File: config.mk
export PLATFORM = sky130hd
export DESIGN_NAME = uart_wb_bist
export DESIGN_NICKNAME = d
export VERILOG_FILES = /design/src/rtl/uart_wb_bist.sv
export SDC_FILE = /design/constraint.sdc
export NUM_CORES = 1
export LEC_CHECK = 0
export CORE_ASPECT_RATIO = 1.2
export CORE_MARGIN = 5
export CORE_UTILIZATION = 45
export CTS_BUF_LIST = sky130_fd_sc_hd__clkbuf_8 sky130_fd_sc_hd__clkbuf_16
export CTS_CLUSTER_DIAMETER = 30
export DETAILED_ROUTE_END_ITERATION = 12
export HOLD_SLACK_MARGIN = 0.08
export PLACE_DENSITY = 0.78
export SYNTH_ARGS = -nofsm -noshare
export SYNTH_HDL_FRONTEND = slang
export SYNTH_SLANG_ARGS = --single-unit
File: constraint.sdc
create_clock -name clk -period 4.7 [get_ports clk]
set_input_delay 0.47 -clock clk [delete_from_list [all_inputs] [get_ports clk]]
set_output_delay 0.47 -clock clk [all_outputs]
set_load 0.05 [all_outputs]
File: src/rtl/uart_wb_bist.sv
// rtl/uart_wb_bist.sv - Wishbone-master loopback self-test sequencer for one 16550 uart_top
// Optional feature macro UART_BIST_TIMEOUT_EN: bounded LSR polls and the timeout_o port.
module uart_wb_bist #(
    parameter int          NUM_BYTES   = 4,
    parameter logic [15:0] DIVISOR     = 16'd2,
    parameter logic [7:0]  LCR_CFG     = 8'h1B,
    parameter int          PATTERN     = 0,
    parameter logic [7:0]  SEED        = 8'h81,
    parameter int          TIMEOUT_CYC = 1024
) (
    input  logic        clk,
    input  logic        wb_rst_i,
    input  logic        start_i,
    output logic [4:0]  wb_adr_o,
    output logic [31:0] wb_dat_o,
    input  logic [31:0] wb_dat_i,
    output logic        wb_we_o,
    output logic        wb_stb_o,
    output logic        wb_cyc_o,
    output logic [3:0]  wb_sel_o,
    input  logic        wb_ack_i,
    output logic        busy_o,
    output logic        done_o,
    output logic        pass_o,
    output logic [15:0] err_cnt_o,
    output logic [7:0]  last_rx_o
`ifdef UART_BIST_TIMEOUT_EN
    ,
    output logic        timeout_o
`endif
);
    localparam int         BCW        = $clog2(NUM_BYTES + 1);
    localparam logic [7:0] FIRST_BYTE = (PATTERN == 1 && SEED == 8'h00) ? 8'h01 : SEED;

    localparam logic [3:0] ST_IDLE      = 4'd0;
    localparam logic [3:0] ST_LCR_HI    = 4'd1;
    localparam logic [3:0] ST_DL1       = 4'd2;
    localparam logic [3:0] ST_DL2       = 4'd3;
    localparam logic [3:0] ST_LCR_LO    = 4'd4;
    localparam logic [3:0] ST_FCR       = 4'd5;
    localparam logic [3:0] ST_MCR       = 4'd6;
    localparam logic [3:0] ST_POLL_THRE = 4'd7;
    localparam logic [3:0] ST_WR_THR    = 4'd8;
    localparam logic [3:0] ST_POLL_DR   = 4'd9;
    localparam logic [3:0] ST_RD_RBR    = 4'd10;
    localparam logic [3:0] ST_CHECK     = 4'd11;
    localparam logic [3:0] ST_RESTORE   = 4'd12;
    localparam logic [3:0] ST_DONE      = 4'd13;
    localparam logic [3:0] ST_GAP       = 4'd14;

    if (NUM_BYTES < 1 || NUM_BYTES > 65535 || PATTERN < 0 || PATTERN > 1 || TIMEOUT_CYC < 1) begin : g_bad_param
        $error("uart_wb_bist: parameter out of range");
    end

    logic [3:0]     state_q, state_d, ret_q, ret_d;
    logic           first_q, first_d, retry_q, retry_d;
    logic [4:0]     adr_q, adr_d;
    logic [31:0]    dat_q, dat_d;
    logic           we_q, we_d, stb_q, stb_d;
    logic [3:0]     sel_q, sel_d;
    logic [7:0]     byte_q, byte_d, rx_q, rx_d;
    logic [BCW-1:0] cnt_q, cnt_d;
    logic           busy_q, busy_d, done_q, done_d, pass_q, pass_d;
    logic [15:0]    err_q, err_d;
    logic [7:0]     rd_byte, wr_byte;
    logic           ack_ok, poll_ok;

`ifdef UART_BIST_TIMEOUT_EN
    localparam int TW = $clog2(TIMEOUT_CYC + 1);
    logic [TW-1:0] pcnt_q, pcnt_d;
    logic          tmo_q, tmo_d;
    logic          in_poll;
`endif

    function automatic logic [7:0] next_pat(input logic [7:0] b);
        if (PATTERN == 1) return {b[6:0], b[7] ^ b[5] ^ b[4] ^ b[3]};
        return b + 8'd1;
    endfunction

    // The first stb cycle never accepts an ack, so every access spans at least two stb cycles.
    assign ack_ok  = stb_q & ~first_q & wb_ack_i;
    assign rd_byte = 8'(wb_dat_i >> {adr_q[1:0], 3'b000});
    assign poll_ok = ack_ok & (((state_q == ST_POLL_THRE) & rd_byte[5]) |
                               ((state_q == ST_POLL_DR) & rd_byte[0]));

    always_comb begin
        state_d = state_q;
        ret_d   = ret_q;
        retry_d = 1'b0;
        byte_d  = byte_q;
        rx_d    = rx_q;
        cnt_d   = cnt_q;
        busy_d  = busy_q;
        done_d  = 1'b0;
        pass_d  = pass_q;
        err_d   = err_q;
`ifdef UART_BIST_TIMEOUT_EN
        tmo_d   = tmo_q;
`endif
        case (state_q)
            ST_IDLE: if (start_i) begin
                state_d = ST_LCR_HI;
                busy_d  = 1'b1;
                pass_d  = 1'b0;
                err_d   = 16'd0;
                cnt_d   = '0;
                byte_d  = FIRST_BYTE;
`ifdef UART_BIST_TIMEOUT_EN
                tmo_d   = 1'b0;
`endif
            end
            ST_LCR_HI: if (ack_ok) begin state_d = ST_GAP; ret_d = ST_DL1; end
            ST_DL1:    if (ack_ok) begin state_d = ST_GAP; ret_d = ST_DL2; end
            ST_DL2:    if (ack_ok) begin state_d = ST_GAP; ret_d = ST_LCR_LO; end
            ST_LCR_LO: if (ack_ok) begin state_d = ST_GAP; ret_d = ST_FCR; end
            ST_FCR:    if (ack_ok) begin state_d = ST_GAP; ret_d = ST_MCR; end
            ST_MCR:    if (ack_ok) begin state_d = ST_GAP; ret_d = ST_POLL_THRE; end
            ST_POLL_THRE, ST_POLL_DR: if (ack_ok) begin
                state_d = ST_GAP;
                if (poll_ok) begin
                    ret_d = (state_q == ST_POLL_THRE) ? ST_WR_THR : ST_RD_RBR;
                end else begin
                    ret_d   = state_q;
                    retry_d = 1'b1;
                end
            end
            ST_WR_THR: if (ack_ok) begin state_d = ST_GAP; ret_d = ST_POLL_DR; end
            ST_RD_RBR: if (ack_ok) begin state_d = ST_CHECK; rx_d = rd_byte; end
            ST_CHECK: begin
                if (rx_q != byte_q && err_q != 16'hFFFF) err_d = err_q + 16'd1;
                byte_d  = next_pat(byte_q);
                cnt_d   = cnt_q + BCW'(1);
                state_d = (cnt_q == BCW'(NUM_BYTES - 1)) ? ST_RESTORE : ST_POLL_THRE;
            end
            ST_RESTORE: if (ack_ok) begin
                state_d = ST_DONE;
                done_d  = 1'b1;
                busy_d  = 1'b0;
`ifdef UART_BIST_TIMEOUT_EN
                pass_d  = (err_q == 16'd0) && !tmo_q;
`else
                pass_d  = (err_q == 16'd0);
`endif
            end
            ST_DONE: state_d = ST_IDLE;
            ST_GAP:  begin
                state_d = ret_q;
                retry_d = retry_q;
            end
            default: state_d = ST_IDLE;
        endcase

`ifdef UART_BIST_TIMEOUT_EN
        // Retry gaps count toward the poll budget; any other state rearms it.
        in_poll = (state_q == ST_POLL_THRE) || (state_q == ST_POLL_DR) || (state_q == ST_GAP && retry_q);
        pcnt_d  = in_poll ? pcnt_q + TW'(1) : '0;
        if (in_poll && pcnt_q == TW'(TIMEOUT_CYC - 1) && !poll_ok) begin
            state_d = ST_GAP;
            ret_d   = ST_RESTORE;
            retry_d = 1'b0;
            tmo_d   = 1'b1;
        end
`endif

        // Bus fields are decoded from the next state so they launch with stb on entry.
        stb_d   = 1'b1;
        we_d    = 1'b1;
        adr_d   = 5'd0;
        wr_byte = 8'h00;
        case (state_d)
            ST_LCR_HI:  begin adr_d = 5'd3; wr_byte = LCR_CFG | 8'h80; end
            ST_DL1:     begin adr_d = 5'd0; wr_byte = DIVISOR[7:0]; end
            ST_DL2:     begin adr_d = 5'd1; wr_byte = DIVISOR[15:8]; end
            ST_LCR_LO:  begin adr_d = 5'd3; wr_byte = LCR_CFG; end
            ST_FCR:     begin adr_d = 5'd2; wr_byte = 8'h07; end
            ST_MCR:     begin adr_d = 5'd4; wr_byte = 8'h10; end
            ST_WR_THR:  begin adr_d = 5'd0; wr_byte = byte_q; end
            ST_RESTORE: begin adr_d = 5'd4; wr_byte = 8'h00; end
            ST_POLL_THRE, ST_POLL_DR: begin adr_d = 5'd5; we_d = 1'b0; end
            ST_RD_RBR:  begin adr_d = 5'd0; we_d = 1'b0; end
            default: begin stb_d = 1'b0; we_d = 1'b0; end
        endcase
        dat_d   = we_d ? ({24'h0, wr_byte} << {adr_d[1:0], 3'b000}) : 32'h0;
        sel_d   = stb_d ? (4'b0001 << adr_d[1:0]) : 4'b0000;
        first_d = (state_d != state_q);
    end

    always_ff @(posedge clk) begin
        if (wb_rst_i) begin
            state_q <= ST_IDLE;
            ret_q   <= ST_IDLE;
            first_q <= 1'b0;
            retry_q <= 1'b0;
            adr_q   <= 5'd0;
            dat_q   <= 32'h0;
            we_q    <= 1'b0;
            stb_q   <= 1'b0;
            sel_q   <= 4'b0;
            byte_q  <= 8'h00;
            rx_q    <= 8'h00;
            cnt_q   <= '0;
            busy_q  <= 1'b0;
            done_q  <= 1'b0;
            pass_q  <= 1'b0;
            err_q   <= 16'd0;
`ifdef UART_BIST_TIMEOUT_EN
            pcnt_q  <= '0;
            tmo_q   <= 1'b0;
`endif
        end else begin
            state_q <= state_d;
            ret_q   <= ret_d;
            first_q <= first_d;
            retry_q <= retry_d;
            adr_q   <= adr_d;
            dat_q   <= dat_d;
            we_q    <= we_d;
            stb_q   <= stb_d;
            sel_q   <= sel_d;
            byte_q  <= byte_d;
            rx_q    <= rx_d;
            cnt_q   <= cnt_d;
            busy_q  <= busy_d;
            done_q  <= done_d;
            pass_q  <= pass_d;
            err_q   <= err_d;
`ifdef UART_BIST_TIMEOUT_EN
            pcnt_q  <= pcnt_d;
            tmo_q   <= tmo_d;
`endif
        end
    end

    assign wb_adr_o  = adr_q;
    assign wb_dat_o  = dat_q;
    assign wb_we_o   = we_q;
    assign wb_stb_o  = stb_q;
    assign wb_cyc_o  = stb_q;
    assign wb_sel_o  = sel_q;
    assign busy_o    = busy_q;
    assign done_o    = done_q;
    assign pass_o    = pass_q;
    assign err_cnt_o = err_q;
    assign last_rx_o = rx_q;
`ifdef UART_BIST_TIMEOUT_EN
    assign timeout_o = tmo_q;
`endif
endmodule

==> results of run 1 <==
worst min path at each step:
stage | from | to | slack (ns) | cells past startpoint
floorplan | cnt_q[1]$_SDFFE_PP0P_ | cnt_q[1]$_SDFFE_PP0P_ | 0.45 | 2
global placement | cnt_q[1]$_SDFFE_PP0P_ | cnt_q[1]$_SDFFE_PP0P_ | 0.46 | 2
detailed placement | busy_o$_SDFFE_PP0P_ | busy_o$_SDFFE_PP0P_ | 0.47 | 2
CTS | busy_o$_SDFFE_PP0P_ | busy_o$_SDFFE_PP0P_ | 0.49 | 2
global route | last_rx_o[0]$_SDFFE_PP0P_ | last_rx_o[0]$_SDFFE_PP0P_ | 0.53 | 2
finish | busy_o$_SDFFE_PP0P_ | busy_o$_SDFFE_PP0P_ | 0.49 | 2
power groups by stage:
stage | registers [W] | clock network [W] | logic [W]
after CTS | 0.000816 | 0.000559 | 0.000345
after global placement | 0.000832 | 0 | 0.000338
after detailed placement | 0.000833 | 0 | 0.000343
after global routing | 0.000821 | 0.000595 | 0.000370
final | 0.000815 | 0.000548 | 0.000345
after floorplan | 0.000902 | 0 | 0.000166
metrics by stage:
| step | hold WS [ns] | instance area, sq um |
|---|---|---|
| 6_report | 0.486 | 5160 |
| 5_1_grt | 0.526 | 5160 |
| 4_1_cts | 0.486 | 5160 |
| 3_5_place_dp | 0.472 | 4940 |
| 3_3_place_gp | 0.458 | 4940 |
| 2_1_floorplan | 0.452 | 3880 |
worst max-delay path: cells and delay by family (launching register included):
family          cells  cell delay [ns]
simple gates        1             0.53
flops               1             0.85
compound gates      4             1.14
routing by layer:
layer  vias to the layer above  track usage
met4                         0       0.0443
met2                        82        0.340
met5                         -            0
met3                        14       0.0414
met1                      1610        0.220
li1                       1706            -
state kept, by name, indices dropped and copies added (netlist names):
signal     flops
state_q        4
wb_adr_o       3
byte_q         8
wb_cyc_o       1
last_rx_o      8
wb_dat_o      32
cnt_q          3
wb_sel_o       4
err_cnt_o     16
done_o         1
wb_we_o        1
busy_o         1
pass_o         1
first_q        1
ret_q          4
cells in the mapped netlist, drive strengths merged, types with 5 or more instances:
library cell,instances,share of area
a211oi,5,0.0098
a21oi,33,0.046
a31oi,5,0.0082
and2,8,0.013
and3,10,0.018
buf,17,0.025
clkbuf,10,0.0098
dfxtp,88,0.46
ha,5,0.016
inv,9,0.0088
mux2i,7,0.018
mux4,8,0.047
nand2,48,0.048
nand2b,8,0.013
nand3,21,0.028
nand4,11,0.018
nor2,35,0.034
nor3,18,0.025
o21ai,19,0.026
xnor2,13,0.032
cell usage in the layout, fill, tap and decap left out, types with 2 or more instances in the layout:
master / synthesis / layout
conb_1: 1 / 18
mux2i_1: 7 / 7
nand4_1: 11 / 11
and2_1: 8 / 8
clkbuf_8: 0 / 9
nor2b_1: 3 / 3
and4_1: 3 / 3
a31o_2: 2 / 2
mux4_2: 8 / 8
or3_1: 4 / 4
nand2_1: 47 / 47
xnor2_1: 12 / 12
nand3_1: 21 / 21
o211ai_1: 3 / 3
a21oi_1: 32 / 32
inv_6: 0 / 3
nor4_1: 3 / 3
o21ai_0: 18 / 18
nand2b_1: 8 / 8
clkdlybuf4s50_1: 0 / 104
o21a_1: 4 / 4
a211oi_1: 5 / 5
ha_1: 5 / 5
nor2_1: 35 / 35
a31oi_1: 5 / 5
nand3b_1: 2 / 2
nand4b_1: 2 / 2
inv_1: 9 / 9
nor3_1: 17 / 17
o311a_1: 2 / 2
or2_2: 2 / 2
dfxtp_1: 88 / 88
a21o_1: 2 / 2
and3_1: 9 / 9
cell type report:
cell class / instances / area, sq um
clock buffer: 9 / 124
timing repair buffer: 105 / 1050
multi-input combinational: 317 / 1950
clock inverter: 7 / 88.8
tap: 114 / 143
inverter: 10 / 37.5
fill: 718 / 3040
sequential: 88 / 1760
kinds of logic (layout without fill, tap and decap cells):
logic type	count (synthesis)	in the layout	share of synthesized area
xor gates and xnor gates	13	13	0.0318
AOI/OAI and AO/OA	85	85	0.140
and+or+nand+nor	181	181	0.239
muxes	15	15	0.0655
buffers and inverters	37	131	0.0445
DFF	88	88	0.461
adders and majority gates	5	5	0.0164
other	1	18	0.000981
==> flow_metrics.env, run 1 <==
export IMPL_status="complete, no violations"
export IMPL_dp_cells=634
export IMPL_fin_crit_sh=0.559
export IMPL_cts_setup_buffers=0
export IMPL_finalMaxSlewViolations=0
export IMPL_fin_ws_ns=2.07
export IMPL_dr_wl_met3_um=452
export IMPL_rr_worst_depth=5
export IMPL_drv_cap=0
export IMPL_clock_path_buffers=2
export IMPL_ff2ff_setup_slack_ns=2.07
export IMPL_vias=3412
export IMPL_comb_power_share=0.202
export IMPL_worstSetupPathType="reg2reg"
export IMPL_grt_pass1_wl_um=15700
export IMPL_cp_end_kind="register"
export IMPL_final_util=0.629
export IMPL_ys_async_sr_fraction=0
export IMPL_finalCriticalPeriod_ns=2.63
export IMPL_grt_max_degree=38
export IMPL_dieHeight_um=111
export IMPL_wire_per_inst_um=14.8
export IMPL_tritoncts="done"
export IMPL_worst_pin_slew_ns=0.792
export IMPL_avgSynthCellArea_sq_um=8.99
export IMPL_finalSetupTns_ns=0
export IMPL_ys_types=56
export IMPL_nets=572
export IMPL_finalWirelength_um=9630
export IMPL_diodes=0
export IMPL_max_slew_margin=0.471
export IMPL_crit_end="err_cnt_o[6]$_SDFFE_PP0P_"
export IMPL_cp_required_ns=4.95
export IMPL_syn_inst=425
export IMPL_fmax_ghz=0.381
export IMPL_ios=107
export IMPL_rsz0062_at_grt="false"
export IMPL_ant_nets=0
export IMPL_swShare=0.315
export IMPL_cp_slowest_stage_delay_ns=0.85
export IMPL_start_util=0.466
export IMPL_dieArea_sq_um=10400
export IMPL_seqPwrFrac=0.477
export IMPL_worst_path_max_delay_cell="dfxtp_1"
export IMPL_cp_arrival_ns=2.88
export IMPL_place_congestion=0.862
export IMPL_route_detailed_drc=0
export IMPL_place_hpwl_um=7230
export IMPL_clkPwrFrac=0.321
export IMPL_cts_max_level=3
export IMPL_clk_pin_slew_worst_paths_ns=0.09
export IMPL_power_density_nw_per_um2=331
export IMPL_synth_ff_type="dfxtp_1"
export IMPL_peakVddDrop_mv=0.264
export IMPL_met1_length_um=3960
export IMPL_cts_sink_count=88
export IMPL_grt_ovfl_total=0
export IMPL_die_w_um=94.1
export IMPL_layout_drive_gt1_share=0.0672
export IMPL_synth_seq_cells=88
export IMPL_rows=36
export IMPL_design_core_area_sq_um=8200
export IMPL_track_usage=0.187
export IMPL_cts_root_buf="clkbuf_8"
export IMPL_cts_buffers=9
export IMPL_timing_rr_start="state_q[1]$_SDFF_PP0_"
export IMPL_synth_edf_count=0
export IMPL_cts_repair_resized=0
export IMPL_antenna_found_initial=0
export IMPL_wl_met2_um=5060
export IMPL_drtPass1Iterations=4
export IMPL_crit_path_start="state_q[1]$_SDFF_PP0_"
export IMPL_syn_to_final_growth_pct=34.9
export IMPL_timing_hold_violations_final=0
export IMPL_cts_hold_buffers=0
export IMPL_setup_viol=0
export IMPL_grt_pass1_vias=3225
export IMPL_r2r_end="err_cnt_o[6]$_SDFFE_PP0P_"
export IMPL_clock_latency_ns=0.35
export IMPL_startpoint_type="register"
export IMPL_synth_area_sq_um=3820
export IMPL_p_switching_w=0.000538
export IMPL_final_cells=650
export IMPL_worstHoldPathType="reg2reg"
export IMPL_ys_seq_area_frac=0.461
export IMPL_yosys_warnings=0
export IMPL_crit_fanout=26
export IMPL_dp_worst_setup_slack_ns=2.01
export IMPL_drt_initial_drc_count=205
export IMPL_finClkSkew_ns=0.00874
export IMPL_crit_chain="and4b_1, o21ai_0, o21ai_2, a21oi_1, a31o_2"
export IMPL_p_int_w=0.00117
export IMPL_top_layer="met4"
export IMPL_p_leak_nw=1.94
export IMPL_io_buffers=104
export IMPL_via_per_inst=5.25
export IMPL_p_total_w=0.00171
Note: power is estimated with default switching activity, not from simulation.
==> inputs of run 2 (changes only) <==
==> constraint.sdc (replaced) <==
create_clock -name clk -period 2.5 [get_ports clk]
set_input_delay 0.25 -clock clk [delete_from_list [all_inputs] [get_ports clk]]
set_output_delay 0.25 -clock clk [all_outputs]
set_load 0.05 [all_outputs]
==> flow_metrics.env, run 2 (synthesis gave the netlist of run 1 again) <==
export IMPL_status="complete, no violations"
export IMPL_crit_fanout=14
export IMPL_peakVddDrop_mv=0.376
export IMPL_worst_pin_slew_ns=0.603
export IMPL_route_detailed_drc=0
export IMPL_worstSetupPathType="reg2reg"
export IMPL_drtPass1Iterations=4
export IMPL_grt_ovfl_total=0
export IMPL_cts_hold_buffers=0
export IMPL_cts_root_buf="clkbuf_8"
export IMPL_tritoncts="done"
export IMPL_setup_viol=0
export IMPL_finalWirelength_um=9790
export IMPL_cp_required_ns=2.76
export IMPL_finClkSkew_ns=0.0133
export IMPL_largest_reg_flops=32
export IMPL_rsz0062_at_grt="false"
export IMPL_cp_end_kind="register"
export IMPL_clock_latency_ns=0.35
export IMPL_place_congestion=0.883
export IMPL_power_density_nw_per_um2=617
export IMPL_ff2ff_setup_slack_ns=0.18
export IMPL_cts_max_level=3
export IMPL_via_per_inst=5.31
export IMPL_grt_pass1_vias=3401
export IMPL_dieHeight_um=111
export IMPL_rows=36
export IMPL_max_slew_margin=0.598
export IMPL_cp_slowest_stage_delay_ns=0.41
export IMPL_path_buf_inv=0
export IMPL_ant_nets=0
export IMPL_crit_chain="ha_1, ha_1, a21o_1, a22o_1, a221o_1, nand2_2, o31ai_1, a211oi_1"
export IMPL_timing_hold_violations_final=0
export IMPL_vias=3502
export IMPL_final_common_cell="clkdlybuf4s50_1"
export IMPL_fmax_ghz=0.432
export IMPL_p_total_w=0.00323
export IMPL_die_w_um=94.1
export IMPL_cp_arrival_ns=2.58
export IMPL_wire_per_inst_um=14.8
export IMPL_fin_crit_sh=0.927
export IMPL_cts_buffers=9
export IMPL_crit_family="compound AO/OA/AOI/OAI gates"
export IMPL_nets=582
export IMPL_worstHoldPathType="reg2reg"
export IMPL_start_util=0.466
export IMPL_drt_initial_drc_count=298
export IMPL_p_leak_nw=1.99
export IMPL_io_buffers=104
export IMPL_layout_drive_gt1_share=0.0861
export IMPL_drv_cap=0
export IMPL_cts_setup_buffers=0
export IMPL_startpoint_type="register"
export IMPL_grt_pass1_wl_um=16300
export IMPL_finalCriticalPeriod_ns=2.32
export IMPL_crit_top_cell="ha_1"
export IMPL_cts_sink_count=88
export IMPL_worst_path_max_delay_cell="a221o_1"
export IMPL_design_core_area_sq_um=8200
export IMPL_antenna_found_initial=0
export IMPL_place_hpwl_um=7490
export IMPL_final_cell_mix="clkdlybuf4s50_1, dfxtp_1, nand2_1"
export IMPL_track_usage=0.191
export IMPL_ios=107
export IMPL_diodes=0
export IMPL_clock_path_buffers=2
export IMPL_clk_pin_slew_worst_paths_ns=0.10
export IMPL_grt_max_degree=37
export IMPL_finalSetupTns_ns=0
export IMPL_syn_to_final_growth_pct=36.9
export IMPL_finalMaxSlewViolations=0
export IMPL_dieArea_sq_um=10400
run 2: cell types whose count changed in the layout (fill, tap and decap cells not counted):
cell,change
dfxtp_2,+1
buf_4,+10
dfxtp_1,-1
run 2: report_power, final:
part / switching (W) / total (W) / leakage, nW / internal, W
clock network: 0.000546 / 0.00103 / 0.104 / 0.000483
registers: 0.0000548 / 0.00152 / 0.720 / 0.00146
logic: 0.000413 / 0.000679 / 1.16 / 0.000266
total: 0.00101 / 0.00323 / 1.99 / 0.00221
run 2: final cells by class:
class	count	area (sq um)
Fill cell	741	2970
Sequential cell	88	1760
Inverter	10	37.5
Clock buffer	9	124
Timing Repair Buffer	115	1120
Tap cell	114	143
Clock inverter	7	88.8
Multi-Input combinational cell	317	1950
run 2: tightest hold or removal path: stages (launching register included):
cell and delay [ns]:
dfxtp_1 0.33, nand3_1 0.06, a21oi_1 0.06
run 2: through the flow:
step / instances / hold slack [ns] / utilization / setup WS, ns / cell area (sq um)
floorplan: 442 / 0.452 / - / 0.284 / 3880
global placement: 644 / 0.458 / 0.612 / 0.314 / 5020
detailed placement: 644 / 0.474 / 0.612 / 0.243 / 5020
CTS: 660 / 0.486 / 0.638 / 0.197 / 5230
global route: 660 / 0.507 / 0.638 / 0.00710 / 5230
finish: 660 / 0.488 / 0.638 / 0.183 / 5230
run 2: worst paths after layout:
path / endpoint / startpoint / depth (start not counted)
setup reg to reg: wb_we_o$_SDFF_PP0_ / cnt_q[0]$_SDFFE_PP0P_ / 8
hold reg to reg: cnt_q[1]$_SDFFE_PP0P_ / cnt_q[1]$_SDFFE_PP0P_ / 2
setup / recovery: wb_we_o$_SDFF_PP0_ / cnt_q[0]$_SDFFE_PP0P_ / 8
hold / removal: cnt_q[1]$_SDFFE_PP0P_ / cnt_q[1]$_SDFFE_PP0P_ / 2
run 2: timing repair:
action / 4_1_cts / 5_1_grt
gates resized for setup: 0 / 1
endpoints found under the hold margin: 0 / 0
endpoints found under the setup margin: 0 / 4
run 2: metal layers:
layer	wire length (um)	share of wire	track usage	up-vias
met1	3860	0.39	0.234	1653
met4	185	0.019	0.0559	0
met5	0	0	0	-
met2	5320	0.54	0.335	110
met3	414	0.042	0.0387	17
li1	-	-	-	1722
==> inputs of run 3 (changes only) <==
--- a/config.mk
+++ b/config.mk
@@ -12,6 +12,7 @@
 export CTS_CLUSTER_DIAMETER = 30
 export DETAILED_ROUTE_END_ITERATION = 12
 export HOLD_SLACK_MARGIN = 0.08
+export MAX_ROUTING_LAYER = met4
 export PLACE_DENSITY = 0.78
 export SYNTH_ARGS = -nofsm -noshare
 export SYNTH_HDL_FRONTEND = slang
==> flow_metrics.env, run 3 (synthesis gave the netlist of run 1 again) <==
export IMPL_status="complete, no violations"
export IMPL_clkPwrFrac=0.319
export IMPL_final_common_cell="clkdlybuf4s50_1"
export IMPL_largest_reg_flops=32
export IMPL_ios=107
export IMPL_max_slew_margin=0.591
export IMPL_syn_to_final_growth_pct=36.9
export IMPL_final_util=0.638
export IMPL_comb_power_share=0.211
export IMPL_cp_end_kind="register"
export IMPL_p_switching_w=0.00101
export IMPL_seqPwrFrac=0.471
export IMPL_dieHeight_um=111
export IMPL_drv_cap=0
export IMPL_drtPass1Iterations=5
export IMPL_clk_pin_slew_worst_paths_ns=0.10
export IMPL_crit_top_cell="ha_1"
export IMPL_worst_path_max_delay_cell="a221o_1"
export IMPL_cts_setup_buffers=0
export IMPL_crit_chain="ha_1, ha_1, a21o_1, a22o_1, a221o_1, nand2_2, o31ai_1, a211oi_1"
export IMPL_cts_sink_count=88
export IMPL_track_usage=0.197
export IMPL_finalWirelength_um=9850
export IMPL_p_leak_nw=1.99
export IMPL_tritoncts="done"
export IMPL_grt_pass1_wl_um=16300
export IMPL_setup_viol=0
export IMPL_cts_buffers=9
export IMPL_route_detailed_drc=0
export IMPL_vias=3530
export IMPL_drt_initial_drc_count=253
export IMPL_finalSetupTns_ns=0
export IMPL_grt_ovfl_total=0
export IMPL_fin_crit_sh=0.925
export IMPL_clock_path_buffers=2
export IMPL_design_core_area_sq_um=8200
export IMPL_dieArea_sq_um=10400
export IMPL_layout_drive_gt1_share=0.0861
export IMPL_nets=582
export IMPL_worstSetupPathType="reg2reg"
export IMPL_via_per_inst=5.35
export IMPL_timing_hold_violations_final=0
export IMPL_final_cell_mix="clkdlybuf4s50_1, dfxtp_1, nand2_1"
export IMPL_antenna_found_initial=0
export IMPL_cp_required_ns=2.76
export IMPL_finalMaxSlewViolations=0
export IMPL_rows=36
export IMPL_peakVddDrop_mv=0.376
export IMPL_ant_nets=0
export IMPL_worstHoldPathType="reg2reg"
export IMPL_wire_per_inst_um=14.9
export IMPL_place_hpwl_um=7490
export IMPL_swShare=0.314
export IMPL_cts_root_buf="clkbuf_8"
export IMPL_grt_pass1_vias=3393
export IMPL_power_density_nw_per_um2=617
export IMPL_clock_latency_ns=0.35
export IMPL_die_w_um=94.1
export IMPL_diodes=0
export IMPL_cp_arrival_ns=2.57
export IMPL_io_buffers=104
export IMPL_crit_fanout=14
export IMPL_grt_max_degree=37
export IMPL_finClkSkew_ns=0.0119
export IMPL_finalCriticalPeriod_ns=2.31
export IMPL_cp_slowest_stage_delay_ns=0.41
export IMPL_rsz0062_at_grt="false"
export IMPL_place_congestion=0.898
export IMPL_cts_max_level=3
export IMPL_fmax_ghz=0.433
export IMPL_p_int_w=0.00221
export IMPL_start_util=0.466
export IMPL_worst_pin_slew_ns=0.613
export IMPL_startpoint_type="register"
run 3: cell counts in the layout (fill, tap and decap cells not counted):
No cell type changed its count.
run 3: critical path: cells and delay by family, from the launching register on:
family	cells	cell delay (ns)
DFF	1	0.34
AOI/OAI and AO/OA	5	1.21
and+or+nand+nor	1	0.24
adders and majority gates	2	0.44
run 3: worst paths after layout:
path	to	slack [ns]	from	depth (start not counted)
min reg2reg	cnt_q[1]$_SDFFE_PP0P_	0.49	cnt_q[1]$_SDFFE_PP0P_	2
max	wb_we_o$_SDFF_PP0_	0.19	cnt_q[0]$_SDFFE_PP0P_	8
min	cnt_q[1]$_SDFFE_PP0P_	0.49	cnt_q[1]$_SDFFE_PP0P_	2
max reg2reg	wb_we_o$_SDFF_PP0_	0.19	cnt_q[0]$_SDFFE_PP0P_	8
run 3: final cells by class:
class,count,area (sq um)
clock buffers,9,124
clock inverters,7,88.8
fillers,741,2970
inverters,10,37.5
multi-input cells,317,1950
flip-flops and latches,88,1760
well taps,114,143
repair buffers,115,1120
run 3: timing repair:
action	CTS	global route
endpoints found under the setup margin	0	4
hold endpoints to repair	0	0
hold buffers	0	0
resized for setup	0	1
run 3: power by group through the flow:
stage	combinational (W)	clock [W]	sequential (W)
after detailed placement	0.000675	0	0.00155
after CTS	0.000679	0.00105	0.00152
after global routing	0.000726	0.00112	0.00153
final	0.000680	0.00103	0.00152
after global placement	0.000664	0	0.00155
after floorplan	0.000312	0	0.00170
run 3: through the flow:
stage,cell area [sq um],setup WS (ns),std cells,hold WS (ns),total power (W)
finish,5230,0.188,660,0.488,0.00323
floorplan,3880,0.284,442,0.452,0.00201
global placement,5020,0.314,644,0.458,0.00221
CTS,5230,0.197,660,0.486,0.00325
global route,5230,0.0121,660,0.507,0.00337
detailed placement,5020,0.243,644,0.474,0.00223
run 3: per-layer routing:
metal  global-route usage  up-vias  routed length (um)
li1                     -     1726                   -
met1                0.234     1649                3880
met2                0.335      137                5290
met3               0.0333       18                 475
met4               0.0617        0                 204
met5                    -        -                   0
